**src/rtl/serial_pkg.sv**
```systemverilog
// serial_pkg: shared state encoding and line-level constants for the serial transmitter
package serial_pkg;
  typedef enum logic [2:0] {IDLE, START, DATA, PARITY, STOP} tx_state_t;
  localparam logic LINE_IDLE = 1'b1;
  localparam logic START_BIT = 1'b0;
  localparam logic STOP_BIT  = 1'b1;
endpackage

```
**src/rtl/bit_period_timer.sv**
```systemverilog
// bit_period_timer: counts 0..CLKS_PER_BIT-1 and flags the last cycle of each bit period
module bit_period_timer #(
  parameter int CLKS_PER_BIT = 1
) (
  input  logic clk_2,
  input  logic reset,
  input  logic clr,
  output logic tick
);
  localparam int CW = $clog2(CLKS_PER_BIT) + 1;
  logic [CW-1:0] cnt_q, cnt_d;
  always_comb begin
    tick  = cnt_q == CW'(CLKS_PER_BIT - 1);
    cnt_d = (clr || tick) ? '0 : cnt_q + CW'(1);
  end
  always_ff @(posedge clk_2) begin
    cnt_q <= !reset ? '0 : cnt_d;
  end
endmodule

```
**src/rtl/serial_transmitter.sv**
```systemverilog
// serial_transmitter: LSB-first framed parallel-to-serial sender with optional even parity
module serial_transmitter
  import serial_pkg::*;
#(
  parameter int NBITS_DATA   = 4,
  parameter int CLKS_PER_BIT = 1,
  parameter int PARITY_EN    = 0
) (
  input  logic                  clk_2,
  input  logic                  reset,
  input  logic [NBITS_DATA-1:0] data_in_parallel,
  input  logic                  start,
  output logic                  ready,
  output logic                  busy,
  output logic                  serial_out,
  output logic                  done
);
  localparam int IW = $clog2(NBITS_DATA) + 1;
  tx_state_t state_q, state_d;
  logic [NBITS_DATA-1:0] shreg_q, shreg_d;
  logic [IW-1:0] idx_q, idx_d;
  logic parity_q, parity_d;
  logic serial_out_q, serial_out_d;
  logic ready_q, busy_q, done_q, done_d;
  logic tick;
  bit_period_timer #(.CLKS_PER_BIT(CLKS_PER_BIT)) u_timer (
    .clk_2 (clk_2),
    .reset (reset),
    .clr   (state_q == IDLE),
    .tick  (tick)
  );
  always_comb begin
    state_d  = state_q;
    shreg_d  = shreg_q;
    idx_d    = idx_q;
    parity_d = parity_q;
    done_d   = 1'b0;
    case (state_q)
      IDLE: if (start && ready_q) begin
        state_d  = START;
        shreg_d  = data_in_parallel;
        idx_d    = '0;
        parity_d = ^data_in_parallel;
      end
      START: if (tick) state_d = DATA;
      DATA: if (tick) begin
        shreg_d = shreg_q >> 1;
        idx_d   = idx_q + IW'(1);
        if (idx_q == IW'(NBITS_DATA - 1)) state_d = (PARITY_EN != 0) ? PARITY : STOP;
      end
      PARITY: if (tick) state_d = STOP;
      STOP: if (tick) begin
        state_d = IDLE;
        done_d  = 1'b1;
      end
      default: state_d = IDLE;
    endcase
    // line value is derived from the next state so it changes on the same edge as the state
    serial_out_d = state_d == START  ? START_BIT :
                   state_d == DATA   ? shreg_d[0] :
                   state_d == PARITY ? parity_d :
                   state_d == STOP   ? STOP_BIT : LINE_IDLE;
  end
  always_ff @(posedge clk_2) begin
    if (!reset) begin
      state_q      <= IDLE;
      shreg_q      <= '0;
      idx_q        <= '0;
      parity_q     <= 1'b0;
      serial_out_q <= LINE_IDLE;
      ready_q      <= 1'b1;
      busy_q       <= 1'b0;
      done_q       <= 1'b0;
    end else begin
      state_q      <= state_d;
      shreg_q      <= shreg_d;
      idx_q        <= idx_d;
      parity_q     <= parity_d;
      serial_out_q <= serial_out_d;
      ready_q      <= state_d == IDLE;
      busy_q       <= state_d != IDLE;
      done_q       <= done_d;
    end
  end
  assign ready      = ready_q;
  assign busy       = busy_q;
  assign serial_out = serial_out_q;
  assign done       = done_q;
endmodule
```
**config.mk**
```make
export PLATFORM = sky130hd
export DESIGN_NAME = serial_transmitter
export DESIGN_NICKNAME = d
export VERILOG_FILES = /design/src/rtl/serial_pkg.sv /design/src/rtl/bit_period_timer.sv /design/src/rtl/serial_transmitter.sv
export SDC_FILE = /design/constraint.sdc
export NUM_CORES = 1
export LEC_CHECK = 0
export BUFFER_PORTS_ARGS = -buffer_cell sky130_fd_sc_hd__buf_2
export CAP_MARGIN = 10
export CORE_MARGIN = 2
export CORE_UTILIZATION = 30
export CTS_CLUSTER_DIAMETER = 80
export DETAILED_ROUTE_END_ITERATION = 12
export PLACE_DENSITY_LB_ADDON = 0.12
export REMOVE_ABC_BUFFERS = 1
export SLEW_MARGIN = 20
export SYNTH_ARGS = -nofsm -noshare
export SYNTH_HDL_FRONTEND = slang
export SYNTH_SLANG_ARGS = --single-unit
```
**constraint.sdc**
```tcl
create_clock -name clk_2 -period 3.1 [get_ports clk_2]
set_input_delay 0.155 -clock clk_2 [delete_from_list [all_inputs] [get_ports clk_2]]
set_output_delay 0.155 -clock clk_2 [all_outputs]
set_load 0.05 [all_outputs]
```
## Yosys cells after proc, flatten, opt, wreduce, memory -nomap -nowiden

Index checks and enable logic that the tools add are counted.

- Flip-flop bits (word level): 16
- Bits in latches: 0
- Memory bits (writable): 0
- ROM bits: 0
- Input port bits: 7
- Output and inout bits: 4
- Logic and storage cells: 53
- Memories kept: 0

- Add/subtract/negate cells: 2
- Multipliers: 0
- Divide/modulo/power cells: 0
- Magnitude comparators: 0
- Eq/ne operators: 10
- Shifts and indexed selects: 0
- Mux-type cells: 19
- Bitwise gates (word level): 2
- Reduce and logical (&&, ||, !) cells: 10

Operator list:

| kind | number |
|---|---|
| $mux 3 | 8 |
| $eq 3x2->1 const B | 5 |
| $pmux 3 s5 | 1 |
| $mux 4 | 2 |
| $pmux 4 s2 | 1 |
| $eq 3x1->1 const B | 2 |
| $logic_not 3->1 | 2 |
| $mux 1 | 6 |
| $pmux 3 s2 | 1 |
| $ne 2x2->1 const B | 2 |
| $reduce_xor 4->1 | 1 |
| $add 3x1->3 const B | 1 |
| $eq 3x3->1 const B | 1 |
| $reduce_and 3->1 | 1 |
| $reduce_bool 3->1 | 1 |
| $not 1->1 | 2 |
| $reduce_and 2->1 | 1 |
| $reduce_bool 2->1 | 1 |
| $reduce_or 2->1 | 1 |
| $add 1x1->1 const B | 1 |
| $logic_and 1x1->1 | 1 |
| $logic_or 1x1->1 | 1 |

## Longest topological paths before layout

Gate-level depths: netlist of the first run.

- Depth after elaboration: 8
- Depth in mapped cells: 5
- Gate-level depth less buffers: 5

## Cells and area by module

Synthesis of the first run repeated with hierarchy kept, for this count alone.

- Cell total of the unflattened synthesis: 87
- Area, all modules: 783.3 µm²

Modules (own cells, without submodules):

| module | times used | cells each | area each (µm²) | seq. area each (µm²) |
|---|---|---|---|---|
| serial_transmitter | 1 | 84 | 755.7 | 300.3 |
| bit_period_timer | 1 | 3 | 27.5 | 20.0 |

## Worst setup path before layout of the first run

Ideal clock, no wire load.

- Path kind: flip-flop to flip-flop
- Start point: register state_q[0]
- End point: register serial_out_q, in the netlist serial_out
- Library setup time: 0.133 ns
- Data arrival time: 1.299 ns
- Data required time: 2.967 ns
- Slack: 1.668 ns
- Stages on the path, launching flop included: 6
- Path buffers: 2
- Clock period less this slack: 1.432 ns
- Path through: dfxtp_1 buf_6 or4b_4 buf_6 mux2i_1 o221ai_1

- Longest elaborated chain between the ends: 7
- Elaborated cells between the ends (all ways): 20
- Classes of those cells: eq/ne (7); mux (12); reduce/logical (1)

RTL lines:

| what | line | source |
|---|---|---|
| start: declaration | serial_transmitter.sv:19 | `tx_state_t state_q, state_d;` |
| start signal: assignment | serial_transmitter.sv:75 | `state_q <= state_d;` |
| $mux 3 | serial_transmitter.sv:49 | `if (idx_q == IW'(NBITS_DATA - 1)) state_d = (PARITY_EN != 0) ? PARITY : STOP;` |
| $mux 3 | serial_transmitter.sv:46 | `DATA: if (tick) begin` |
| $pmux 3 s5 | serial_transmitter.sv:38 | `case (state_q)` |
| $eq 3x2->1 | serial_transmitter.sv:61 | `state_d == PARITY ? parity_d :` |
| $mux 1 | serial_transmitter.sv:61 |  |
| $mux 1 | serial_transmitter.sv:60 | `state_d == DATA ? shreg_d[0] :` |
| $mux 1 (*) | serial_transmitter.sv:59 | `serial_out_d = state_d == START ? START_BIT :` |
| end signal: assignment | serial_transmitter.sv:79 | `serial_out_q <= serial_out_d;` |
| end: declaration | serial_transmitter.sv:23 | `logic serial_out_q, serial_out_d;` |

Every way passes the cells marked *; elsewhere a longest branch is shown, timed or not.
A chain may end at the register's enable or synchronous reset.

## Final worst setup path of the first run

- Start point: register state_q[1]
- End point: register serial_out_q, in the netlist serial_out

The elaborated chain is that of the path after synthesis.

==> results of run 1 <==
==> kinds of logic (layout without fill, tap and decap cells) <==
logic type	after synthesis	in the layout	share of synthesized area
compound gates	29	29	0.258
xor+xnor	3	3	0.0343
fa+ha+maj	2	2	0.0326
buf+inv	10	18	0.0734
flops	16	16	0.418
mux	1	1	0.0131
other cells	1	1	0.00489
simple gates	19	19	0.166
==> layer usage <==
metal	global-route usage	up-vias	part of all wire
li1	-	316	-
met1	0.169	290	0.48
met2	0.179	9	0.47
met3	0.0328	4	0.031
met4	0.0625	0	0.015
met5	0	-	0
==> flip-flops by register name, summed over array words and instances, names as in the netlist <==
name	cells
parity_q	1
state_q	3
u_timer.cnt_q	1
idx_q	3
serial_out	1
shreg_q	4
done	1
busy	1
ready	1
==> critical path: stages, from the launching register on <==
cell and delay [ns]:
dfxtp_1 0.49, or4b_4 0.57, mux2i_1 0.20, o221ai_1 0.11
==> Yosys cell counts (2+ instances only) <==
master / n
inv_1: 2
nand2b_1: 3
buf_6: 2
nand2_1: 5
buf_2: 3
ha_1: 2
clkinv_1: 2
nor2_1: 2
a21oi_1: 12
a32oi_1: 3
o211ai_1: 7
nand3_1: 2
xnor2_1: 3
dfxtp_1: 16
==> through the flow <==
stage	util	instances	instance area, um^2	total power, mW	setup WS [ns]
floorplan	-	75	726	0.289	1.68
global placement	0.331	115	813	0.312	1.63
detailed placement	0.331	115	813	0.312	1.65
CTS	0.346	119	850	0.453	1.64
global route	0.346	119	850	0.471	1.46
finish	0.346	119	850	0.447	1.62
==> worst max-delay path by stage <==
stage,to,slack (ns),cells past startpoint
global route,shreg_q[1],1.46,3
detailed placement,serial_out,1.65,3
finish,serial_out,1.62,3
CTS,serial_out,1.64,3
floorplan,shreg_q[1],1.68,3
global placement,shreg_q[1],1.63,3
==> where the power goes <==
group	total (mW)	internal, mW	switching, mW
Sequential	0.232	0.219	0.0124
Combinational	0.0752	0.0285	0.0467
Clock	0.140	0.0715	0.0688
==> area by class of cell <==
| type | count | share of cell area |
|---|---|---|
| timing repair buffer | 10 | 0.0589 |
| multi-input combinational | 55 | 0.459 |
| tap | 30 | 0.0442 |
| inverter | 4 | 0.0177 |
| sequential | 16 | 0.377 |
| clock buffer | 4 | 0.0427 |
==> qor.csv, run 1 <==
stage,metric,value,unit
cts,root_buffer,clkbuf_4,
cts,clock-sinks,16,
sta,max_slew_margin,0.592,
sta,max_freq,676,MHz
routing,drtAntennaViolNets,0,
finish,n_antenna_cell,0,
cts,cts_buffer_depth,2,
sta,hold_ws,0.119,ns
min_path,worstHoldStart,reset,
sta,rsz0062_at_grt,false,
cts,cts_made_buffers,3,
floorplan,die-width,54.6,um
floorplan,die_y,54.6,um
cts,cts_tree,yes,
power,power_leakage,0.312,nW
logic_synthesis,synth-seq-area-share,0.418,
global_route,grt_start_max_net_pins,14,
cts,cts_resized,0,
logic_synthesis,yosys_warnings,0,
finish,drive_above_1_share,0.191,
sta,fin_skew,0.00276,ns
setup_path,critPathKind,register to register,
setup_path,crit_path_end_kind,register,
min_path,hold_end,ready,
power,peakVddDrop,0.000278,V
global_route,grt_pass1_vias,571,
logic_synthesis,ys_async_sr_fraction,0,
routing,routedWlPerCell,13.1,um
setup_path,cp.arrival,1.65,ns
sta,setup_violations,0,
logic_synthesis,synth_edf_count,0,
global_route,grt_pass1_wl,2560,um
logic_synthesis,synthTopCellsByArea,"dfxtp_1 42%, a21oi_1 7.8%, o211ai_1 6.9%, a32oi_1 3.4%, xnor2_1 3.4%",
routing,wl,1560,um
setup_path,timing.rr.end,serial_out,
sta,maxSlewViolCount,0,
floorplan,dieArea,2980,um^2
finish,nNetsFinal,99,
finish,fill_cells,269,
setup_path,reg2reg_from,state_q[1],
finish,area_delta_synth_final,10.8,%
status,status,finished clean,
finish,final_cell_mix,"16 x dfxtp_1, 12 x a21oi_1, 10 x buf_2",
finish,multiInputGateArea,390,um^2
finish,regArea,320,um^2
routing,drcViolationCount,0,
min_path,holdPathStages,2,
min_path,hold_path.class,primary input to register,
flow_run,cap_viol_max_count,0,
sta,finalCritPeriodShare,0.477,
power,powerDensity,526,nW/um^2
floorplan,initial_utilization,0.312,
logic_synthesis,synth.top_cell.area_share,0.418,
global_route,grt_util_all_layers,0.124,
global_route,overflow,0,
cts,cts.clk_slew.worst_paths,0.10,ns
global_route,antenna_found_initial,0,
setup_path,worst-path-max-fanout,10,
cts,post-cts-setup-buffers,0,
floorplan,placementRows,18,
sta,period_minus_slack,1.48,ns
placed_design,dpl.hpwl,1110,um
setup_path,worst-r2r-cell-count,3,
routing,drt-pass1-iter-count,4,
sta,fin_tns_setup,0,ns
cts,h-tree-depth,1,
setup_path,rrSetupSlack,1.62,ns
setup_path,cp.required,3.27,ns
logic_synthesis,avgSynthCellArea,9.47,um^2
setup_path,start_kind,register,
setup_path,startpoint,state_q[1],
logic_synthesis,syn-cell-area,767,um^2
cts,clock_latency,0.29,ns
placed_design,port_buffers,10,
logic_synthesis,ys_types,31,
floorplan,pin_count,11,
finish,final_common_cell,dfxtp_1,
logic_synthesis,dominantRegCellSynth,dfxtp_1,
floorplan,core_area,2450,um^2
placed_design,gp_congestion,0.696,
logic_synthesis,syn_inst,81,
sta,hold_viol,0,
routing,dr_total_vias,619,
logic_synthesis,synth.largest_area_cell,dfxtp_1,
logic_synthesis,yosys_register_bits,16,
sta,worstMarginPinSlew,0.610,ns
routing,dr.first_iter.drc_count,20,
routing,vias_per_cell,5.20,
cts,ctsHoldBuffers,0,
Power figures use the tool's default switching activity.
==> inputs of run 2 (changes only) <==
- ABC_AREA: default -> 1
- clock period: 3.1 -> 1.5 ns (I/O delays scaled with it)
==> run 2 against run 1 <==
  * Critical path depth up 5
  * Final cell count up 39%
  * Global-route usage is 0.79 points lower
  * Clock power rose by 60%
  * Register-to-register slack got worse by 1.4 ns
  * Highest routed layer unchanged
  * Maximum frequency increased by 16%
  * Area after synthesis is 4.4% higher
  * Wire length increased by 3.6%
  * Critical endpoint unchanged
  * Clock-buffer cell count decreased by 1
  * Largest power group unchanged
  * Sequential share of layout area fell by 2.5 points
  * Hold slack got worse by 0.056 ns
  * Non-clock buffer count stayed put
==> qor.csv, run 2 <==
stage,metric,value,unit,change
finish,final_cell_area,911,um^2,+7.2%
finish,largest_reg_flops,4,,unchanged
setup_path,start_kind,register,,
global_route,grt_start_max_net_pins,9,,-5
setup_path,cp_num_buf_inv,0,,unchanged
logic_synthesis,yosys_register_bits,16,,unchanged
floorplan,die-width,55.7,um,+2.0%
setup_path,path_cells,ha_1 -> ha_1 -> nand2_1 -> nand3_1 -> nand3_1 -> nand2_1 -> nand2_1 -> nand3_1,,
sta,maxSlewViolCount,0,,unchanged
finish,area_delta_synth_final,13.8,%,
cts,cts_buffer_depth,2,,unchanged
placed_design,gp_congestion,0.768,,+10%
logic_synthesis,avgSynthCellArea,6.56,um^2,-31%
status,status,finished clean,,
setup_path,crit_path_end_kind,register,,
routing,drt-pass1-iter-count,4,,unchanged
finish,top_regs,"shreg_q: 4 flops, idx_q: 3 flops, state_q: 3 flops",,
finish,top_register,shreg_q,,
finish,drive_above_1_share,0.170,,-0.0206
logic_synthesis,synth.top_cell.area_share,0.400,,-0.0176
routing,dr_total_vias,732,,+18%
sta,finalCritPeriodShare,0.850,,+0.373
setup_path,cp.required,1.68,ns,-1.59 ns
floorplan,core_area,2500,um^2,+1.8%
sta,period_minus_slack,1.28,ns,-0.203 ns
logic_synthesis,synth-seq-area-share,0.400,,-0.0176
sta,setup_violations,0,,unchanged
routing,routedWlPerCell,9.79,um,-25%
cts,cts_resized,0,,unchanged
logic_synthesis,ys_async_sr_fraction,0,,unchanged
cts,h-tree-depth,1,,unchanged
routing,wl,1620,um,+3.6%
sta,rsz0062_at_grt,false,,
global_route,overflow,0,,unchanged
floorplan,dieArea,3100,um^2,+4.1%
placed_design,port_buffers,10,,unchanged
global_route,grt_pass1_wl,2850,um,+11%
logic_synthesis,synthTopCellsByArea,"dfxtp_1 40%, nand2_1 15%, nor2_1 9.8%, inv_1 8.0%, nand3_1 6.9%",,
logic_synthesis,syn-cell-area,801,um^2,+4.4%
logic_synthesis,synth_edf_count,0,,unchanged
setup_path,critPathSlowestCell,dfxtp_1,,
power,powerDensity,1100,nW/um^2,+110%
routing,dr.first_iter.drc_count,17,,-15%
routing,drtAntennaViolNets,0,,unchanged
global_route,grt_pass1_vias,667,,+17%
global_route,antenna_found_initial,0,,unchanged
power,power_leakage,0.473,nW,+52%
power,peakVddDrop,0.000680,V,+140%
floorplan,initial_utilization,0.320,,+0.00788
flow_run,cap_viol_max_count,0,,unchanged
logic_synthesis,synthTopCellsByCount,"31 x nand2_1, 21 x nor2_1, 17 x inv_1",,
logic_synthesis,synth.largest_area_cell,dfxtp_1,,
logic_synthesis,yosys_warnings,0,,unchanged
setup_path,worst-path-max-fanout,3,,-7
routing,drcViolationCount,0,,unchanged
sta,fin_tns_setup,0,ns,unchanged
min_path,hold_path.class,primary input to register,,
cts,root_buffer,clkbuf_4,,
cts,cts_tree,yes,,
cts,ctsHoldBuffers,0,,unchanged
finish,n_antenna_cell,0,,unchanged
sta,max_freq,784,MHz,+16%
logic_synthesis,ys_types,17,,-45%
cts,clock_latency,0.29,ns,about the same
routing,vias_per_cell,4.44,,-15%
placed_design,dpl_cell_area,888,um^2,+9.2%
placed_design,dp.cells,162,,+41%
cts,cts_made_buffers,3,,unchanged
finish,final_common_cell,nand2_1,,
cts,cts.clk_slew.worst_paths,0.09,ns,about the same
logic_synthesis,dominantRegCellSynth,dfxtp_1,,
cts,clock-sinks,16,,unchanged
setup_path,path_delay_family,simple AND/OR/NAND/NOR gates,,
setup_path,cp.arrival,1.46,ns,-0.19 ns
setup_path,max_stage_delay,0.33,ns,-0.24 ns
sta,hold_viol,0,,unchanged
global_route,grt_util_all_layers,0.116,,-0.00788
cts,post-cts-setup-buffers,0,,unchanged
finish,nNetsFinal,146,,+47%
finish,stdcell_count,165,,+39%
finish,final_cell_mix,"31 x nand2_1, 21 x nor2_1, 17 x inv_1",,
setup_path,critPathKind,register to register,,
logic_synthesis,yosysMostFrequentCell,nand2_1,,
floorplan,pin_count,11,,unchanged
logic_synthesis,syn_inst,122,,+51%
finish,fill_cells,285,,+5.9%
floorplan,die_y,55.7,um,+2.0%
placed_design,dpl.hpwl,1270,um,+14%
sta,fin_skew,0.00745,ns,+0.00469 ns
floorplan,placementRows,18,,unchanged
-- run 2: cell count changes in the layout (fill, tap and decap cells not counted), moves of 3 or more --
cell and delta:
nand3_1 +9, inv_1 +15, xnor2_1 -3, o211ai_1 -7
o21ai_0 +4, a32oi_1 -3, nand2_1 +26, nor2_1 +19
nor2_2 +3, a21oi_1 -6, nand2b_1 -3
-- run 2: tightest hold or removal path, stage by stage --
cell	delay (ns)
buf_2	0.11
nand2_1	0.08
a21oi_2	0.05
-- run 2: logic make-up (layout without fill, tap and decap cells) --
group                      after synthesis  after routing  share of synthesized area
adders and majority gates                2              2                     0.0312
and+or+nand+nor                         72             72                      0.395
DFF                                     16             16                      0.400
other                                    1              1                    0.00468
AOI/OAI and AO/OA                       12             12                     0.0797
buffers and inverters                   19             32                     0.0891
-- run 2: per-stage QoR --
stage	hold slack (ns)	utilization	total power [mW]	setup slack, ns
final	0.0632	0.364	1.00	0.224
after detailed placement	0.373	0.355	0.788	0.224
after global placement	0.379	0.355	0.790	0.192
after CTS	0.0608	0.364	1.02	0.213
after global routing	0.0840	0.364	1.06	0.0884
after floorplan	0.173	-	0.720	0.137
-- run 2: report_power, final --
group | internal, mW | total (mW) | leakage (nW) | switching [mW]
Combinational | 0.0840 | 0.269 | 0.327 | 0.185
Sequential | 0.473 | 0.508 | 0.132 | 0.0348
Clock | 0.0932 | 0.224 | 0.0138 | 0.131
Total | 0.650 | 1.00 | 0.473 | 0.351
-- run 2: final cells by class --
class,instances,area [um^2],area share
clock buffers,3,22.5,0.0247
flip-flops and latches,16,320,0.352
well taps,30,37.5,0.0412
multi-input cells,87,409,0.449
repair buffers,10,50.0,0.0549
inverters,19,71.3,0.0783
-- run 2: metal layers --
metal | share of wire | up-vias | global-route usage
li1 | - | 409 | -
met1 | 0.54 | 306 | 0.154
met2 | 0.40 | 15 | 0.175
met3 | 0.052 | 2 | 0.0442
met4 | 0.0080 | 0 | 0.0314
met5 | 0 | - | 0
-- run 2: worst paths after layout --
kind / to / slack [ns] / start / cells past startpoint
min reg2reg: shreg_q[3] / 0.48 / shreg_q[3] / 2
max: serial_out / 0.22 / idx_q[0] / 8
max reg2reg: serial_out / 0.22 / idx_q[0] / 8
min: shreg_q[3] / 0.06 / data_in_parallel[3] / 3
